[src/rtl/wb_board_mem.sv]
// wb_board_mem: Wishbone classic slave RAM with a board-restart clear sequence,
// configurable wait states and error termination for unimplemented addresses.
module wb_board_mem #(
    parameter int unsigned        DATA_W      = 8,
    parameter int unsigned        ADDR_W      = 8,
    parameter int unsigned        DEPTH       = 256,
    parameter int unsigned        WAIT_STATES = 0,
    parameter logic [DATA_W-1:0]  CLEAR_VAL   = '0
) (
    input  logic              CLK_I,
    input  logic              RST_I,
    input  logic [ADDR_W-1:0] ADR_I,
    input  logic [DATA_W-1:0] DAT_I,
    output logic [DATA_W-1:0] DAT_O,
    input  logic              WE_I,
    input  logic              STB_I,
    input  logic              CYC_I,
    output logic              ACK_O,
    output logic              ERR_O,
    input  logic              CLR_I,
    output logic              BUSY_O
);

    localparam int unsigned       MEM_AW    = (DEPTH > 1) ? $clog2(DEPTH) : 1;
    localparam logic [ADDR_W:0]   DEPTH_L   = (ADDR_W + 1)'(DEPTH);
    localparam logic [MEM_AW-1:0] LAST_IDX  = MEM_AW'(DEPTH - 1);
    localparam logic [3:0]        WAIT_LOAD = (WAIT_STATES > 0) ? 4'(WAIT_STATES - 1) : 4'd0;

    if (DEPTH < 1 || DEPTH > (1 << ADDR_W)) begin : g_bad_depth
        $error("wb_board_mem: DEPTH must be within 1..2**ADDR_W");
    end
    if (WAIT_STATES > 15) begin : g_bad_wait
        $error("wb_board_mem: WAIT_STATES must be within 0..15");
    end

    typedef enum logic [1:0] {ST_INIT, ST_IDLE, ST_WAIT, ST_RESP} state_t;

    state_t              state_q, state_d;
    logic [MEM_AW-1:0]   clr_cnt_q, clr_cnt_d;
    logic [3:0]          wait_q, wait_d;
    logic [ADDR_W-1:0]   adr_q, adr_d;
    logic [DATA_W-1:0]   wdat_q, wdat_d;
    logic                we_q, we_d;
    logic                ack_q, ack_d;
    logic                err_q, err_d;
    logic [DATA_W-1:0]   rdat_q, rdat_d;

    logic [DATA_W-1:0]   mem [DEPTH];
    logic                mem_we;
    logic [MEM_AW-1:0]   mem_waddr;
    logic [DATA_W-1:0]   mem_wdata;
    logic [MEM_AW-1:0]   adr_idx;
    logic                oor;

    assign adr_idx = adr_q[MEM_AW-1:0];
    assign oor     = {1'b0, adr_q} >= DEPTH_L;

    always_ff @(posedge CLK_I or negedge RST_I) begin
        if (!RST_I) begin
            state_q   <= ST_INIT;
            clr_cnt_q <= '0;
            wait_q    <= '0;
            adr_q     <= '0;
            wdat_q    <= '0;
            we_q      <= 1'b0;
            ack_q     <= 1'b0;
            err_q     <= 1'b0;
            rdat_q    <= '0;
        end else begin
            state_q   <= state_d;
            clr_cnt_q <= clr_cnt_d;
            wait_q    <= wait_d;
            adr_q     <= adr_d;
            wdat_q    <= wdat_d;
            we_q      <= we_d;
            ack_q     <= ack_d;
            err_q     <= err_d;
            rdat_q    <= rdat_d;
        end
    end

    always_ff @(posedge CLK_I) begin
        if (mem_we) begin
            mem[mem_waddr] <= mem_wdata;
        end
    end

    always_comb begin
        state_d   = state_q;
        clr_cnt_d = clr_cnt_q;
        wait_d    = wait_q;
        adr_d     = adr_q;
        wdat_d    = wdat_q;
        we_d      = we_q;
        case (state_q)
            ST_INIT: begin
                if (clr_cnt_q == LAST_IDX) begin
                    state_d   = ST_IDLE;
                    clr_cnt_d = '0;
                end else begin
                    clr_cnt_d = clr_cnt_q + 1'b1;
                end
            end
            ST_IDLE: begin
                // A clear wins; a simultaneous request is left for the master to hold.
                if (CLR_I) begin
                    state_d = ST_INIT;
                end else if (CYC_I && STB_I) begin
                    adr_d   = ADR_I;
                    wdat_d  = DAT_I;
                    we_d    = WE_I;
                    wait_d  = WAIT_LOAD;
                    state_d = (WAIT_STATES > 0) ? ST_WAIT : ST_RESP;
                end
            end
            ST_WAIT: begin
                if (!(CYC_I && STB_I)) begin
                    state_d = ST_IDLE;
                end else if (wait_q == 4'd0) begin
                    state_d = ST_RESP;
                end else begin
                    wait_d = wait_q - 4'd1;
                end
            end
            ST_RESP: state_d = ST_IDLE;
            default: state_d = ST_INIT;
        endcase
    end

    // Response flops load on the RESP->IDLE edge, together with the memory write.
    always_comb begin
        ack_d     = 1'b0;
        err_d     = 1'b0;
        rdat_d    = '0;
        mem_we    = 1'b0;
        mem_waddr = clr_cnt_q;
        mem_wdata = CLEAR_VAL;
        case (state_q)
            ST_INIT: mem_we = 1'b1;
            ST_RESP: begin
                if (oor) begin
                    err_d = 1'b1;
                end else begin
                    ack_d = 1'b1;
                    if (we_q) begin
                        mem_we    = 1'b1;
                        mem_waddr = adr_idx;
                        mem_wdata = wdat_q;
                    end else begin
                        rdat_d = mem[adr_idx];
                    end
                end
            end
            default: ;
        endcase
    end

    assign ACK_O  = ack_q;
    assign ERR_O  = err_q;
    assign DAT_O  = rdat_q;
    assign BUSY_O = (state_q == ST_INIT);

endmodule
[config.mk]
export PLATFORM = sky130hd
export DESIGN_NAME = wb_board_mem
export DESIGN_NICKNAME = d
export VERILOG_FILES = /design/src/rtl/wb_board_mem.sv
export SDC_FILE = /design/constraint.sdc
export NUM_CORES = 2
export LEC_CHECK = 0
export CAP_MARGIN = 0
export CORE_UTILIZATION = 40
export DETAILED_ROUTE_END_ITERATION = 10
export PLACE_DENSITY = 0.58
export SLEW_MARGIN = 20
export SYNTH_ARGS = -nofsm -noshare
export SYNTH_HDL_FRONTEND = slang
export SYNTH_SLANG_ARGS = --single-unit
[constraint.sdc]
create_clock -name CLK_I -period 11.5 [get_ports CLK_I]
set_input_delay 2.3 -clock CLK_I [delete_from_list [all_inputs] [get_ports CLK_I]]
set_output_delay 2.3 -clock CLK_I [all_outputs]
set_load 0.02 [all_outputs]
==> results.cfg <==
[outcome]
status = complete, no violations

[synthesis]
synth-seq-cells = 2088
avgSynthCellArea_um2 = 19.9
yosys.area_share.simple_pct = 3.95
synth_top_family_by_area = multiplexers
yosys.area.top_type = edfxtp_1
synthMuxAreaShare_pct = 14.3
synth_cell_type_count = 78
synthAdderAreaFrac_pct = 0.106
syn-num-nets = 4179
ys.warnings.count = 0
synthCells = 4150
synth_compound_area_share_pct = 3.49
synth_edf_count = 2048
synth_ff_type = edfxtp_1
synthTopCellsByArea = edfxtp_1, mux4_2, mux2i_1
async_reset_ff_share_pct = 1.92
netlist_area_um2 = 82400
synth_top_area_share_pct = 74.6
synth_xor_area_share_pct = 0.0531
ys_seq_area_share_pct = 75.8

[setup_path]
rrSetupSlack_ns = 6.04
end_kind = flop
reg2regPathDepth = 9
startpoint = adr_idx[1]
reg2reg_to = DAT_O[1]
arrival_ns = 6.15
crit_top_cell = buf_4
cp_data_required_time_ns = 12.19
path_delay_family = buffers and inverters
cpMaxStageDelayCell = buf_4
setup.worst_path.start_class = flop
path_class = flop to flop
crit_buf_inv = 3
crit_fanout = 48
max_stage_delay_ns = 0.76
worstReg2RegStart = adr_idx[1]
path_cells = buf_4, buf_4, buf_4, mux4_1, a221oi_1, o21ai_0, and4_1, o2111ai_1, o22ai_1

[clock_network]
cts_hold_buf = 0
ctsResizeCount = 0
cts_tree = done
cts.sinks = 2088
clock_latency_ns = 0.85
clockRootBuffer = clkbuf_16
cts.clk_slew.worst_paths_ns = 0.06
postCtsSetupRepairBufs = 0
clock_path_buffers = 3
numCtsBuffers = 208
cts_max_level = 4

[floorplanning]
rows = 166
start_util_pct = 40.3
core_area_um2 = 205000
die_x_um = 456
die_h_um = 456
ios = 33
dieArea_um2 = 208000

[detailed_routing]
drt.antenna.violating_nets = 0
viasPerCell = 6.08
routed_wl_um = 236000
via_count = 43000
wl_per_cell_um = 33.4
drc = 0
first_iter_violations = 6423
drt-pass1-iter-count = 6

[hold_path]
hold_class = flop to flop
holdPathEnd = wdat_q[6]
hold_path_depth = 1
hp-start = wdat_q[6]

[place]
dpl_cell_area_um2 = 85200
dp_slack_ns = 6.12
hpwl_um = 144000
numPortBuffers = 31
gp_congestion = 0.877

[grt]
use_met1_pct = 32.1
grt.met3_usage_pct = 4.75
use_met2_pct = 35.1
grt_max_degree = 209
grt.overflow.total = 0
grt_pass1_wl_um = 334000
track_usage_pct = 22.6
antenna_found_initial = 13
grt_pass1_vias = 42100
top_usage_layer = met2

[timing]
worst_slack_ns = 6.04
period_needed_ns = 5.46
grt_setup_unrepaired = false
min_period_over_period_pct = 47.5
fin_setup_tns_ns = 0
drv_slew = 0
setup_violations = 0
report.final.hold_viol_count = 0
clock.fmax_mhz = 183
skew_ns = 0.0382
slew_headroom_pct = 15.5
tightest_slew_ns = 1.27

[finish]
area_growth_pct = 11.3
stdcell_area_um2 = 91800
nets = 4234
drive_gt1_share_pct = 19.0

[pwr]
ir_drop_mv = 0.207
leakagePower_uw = 0.0303
fin_total_pwr_uw = 21400
p_per_area_nw_per_um2 = 233

[job]
cap_violations = 0
synthesized netlist by cell type (25+ instances only):
cell and count:
mux2_2 44, o221ai_1 76, nor3_1 78, edfxtp_1 2048, buf_6 30, a21oi_1 64, o21ai_0 55, o22ai_1 74
mux2i_1 243, clkbuf_1 91, buf_2 60, mux4_2 373, buf_4 42, nand2_1 106, dfrtp_1 40, nor2_1 308
nand3_1 52, a211oi_1 25, nor4_1 26
worst max-delay path by stage:
stage | end | slack (ns) | cells after the start
after detailed placement | DAT_O[7] | 6.12 | 9
final | DAT_O[1] | 6.04 | 9
after global placement | DAT_O[1] | 6.06 | 9
after CTS | DAT_O[7] | 6.12 | 9
after floorplan | mem[0][0] | 6.53 | 3
after global routing | DAT_O[1] | 5.88 | 9
layout make-up:
cell class                 count  area, um2
antenna                        2       5.00
clock buffer                 264       5500
clock inverter               121       1030
fill                       17200     113000
inverter                      11       43.8
multi-input combinational   1790      18200
sequential                  2088      62500
tap                         2688       3360
timing repair buffer         106       1080
per-stage QoR:
step | utilization, % | hold WS [ns] | instances
final | 44.9 | 0.510 | 7070
after global routing | 44.9 | 0.519 | 7068
after CTS | 44.8 | 0.509 | 7065
after detailed placement | 41.6 | 0.495 | 6680
after global placement | 41.6 | 0.496 | 6679
after floorplan | - | 0.472 | 4150
worst register-to-register path: cells and delay by family (launching register included):
family	cells	cell delay [ns]
flops	1	0.73
mux	1	0.45
compound gates	4	1.65
buf+inv	3	2.18
simple gates	1	0.32
cell families (layout without fill, tap and decap cells):
family	Yosys count	count (layout)
xor gates and xnor gates	5	5
and+or+nand+nor	696	696
DFF	2088	2088
adders and majority gates	7	7
other	1	3
buffers and inverters	272	502
muxes	678	678
AOI/OAI and AO/OA	403	403
registers in the layout, summed over array words and instances, names as in the netlist:
| name | count |
|---|---|
| clr_cnt_q | 8 |
| adr_idx | 8 |
| wait_q | 4 |
| mem | 2048 |
| wdat_q | 8 |
| ACK_O | 1 |
| DAT_O | 8 |
| state_q | 2 |
| we_q | 1 |
cell usage in the layout (no fill, tap or decap), types with 13 or more instances in the layout:
| master | instances |
|---|---|
| nor4_1 | 25 |
| o31ai_1 | 16 |
| dfrtp_1 | 36 |
| a211oi_1 | 25 |
| mux4_2 | 373 |
| clkinv_1 | 54 |
| o21ai_0 | 52 |
| clkinv_2 | 36 |
| clkbuf_1 | 52 |
| a22oi_1 | 13 |
| nor2_1 | 306 |
| nand2_1 | 106 |
| bufinv_16 | 15 |
| clkbuf_16 | 212 |
| o22ai_1 | 74 |
| buf_4 | 59 |
| mux2i_1 | 243 |
| mux2_2 | 44 |
| clkdlybuf4s50_1 | 30 |
| a221oi_1 | 16 |
| or3_1 | 18 |
| nand3_2 | 16 |
| nor3_1 | 78 |
| o221ai_1 | 76 |
| edfxtp_1 | 2048 |
| nand3b_1 | 15 |
| mux4_1 | 18 |
| nand4_1 | 14 |
| nand3_1 | 36 |
| a21oi_1 | 64 |
where the power goes:
| part | switching, uW | total, uW | internal [uW] |
|---|---|---|---|
| clock | 2910 | 6620 | 3710 |
| combinational | 3970 | 6010 | 2040 |
| sequential | 174 | 8760 | 8590 |
metal layers:
metal  wire (um)  share of wire, %
met1       96200                41
met2      110000                47
met3       22700               9.6
met4        7090               3.0
met5         103             0.044
Note: power is estimated with default switching activity, not from simulation.
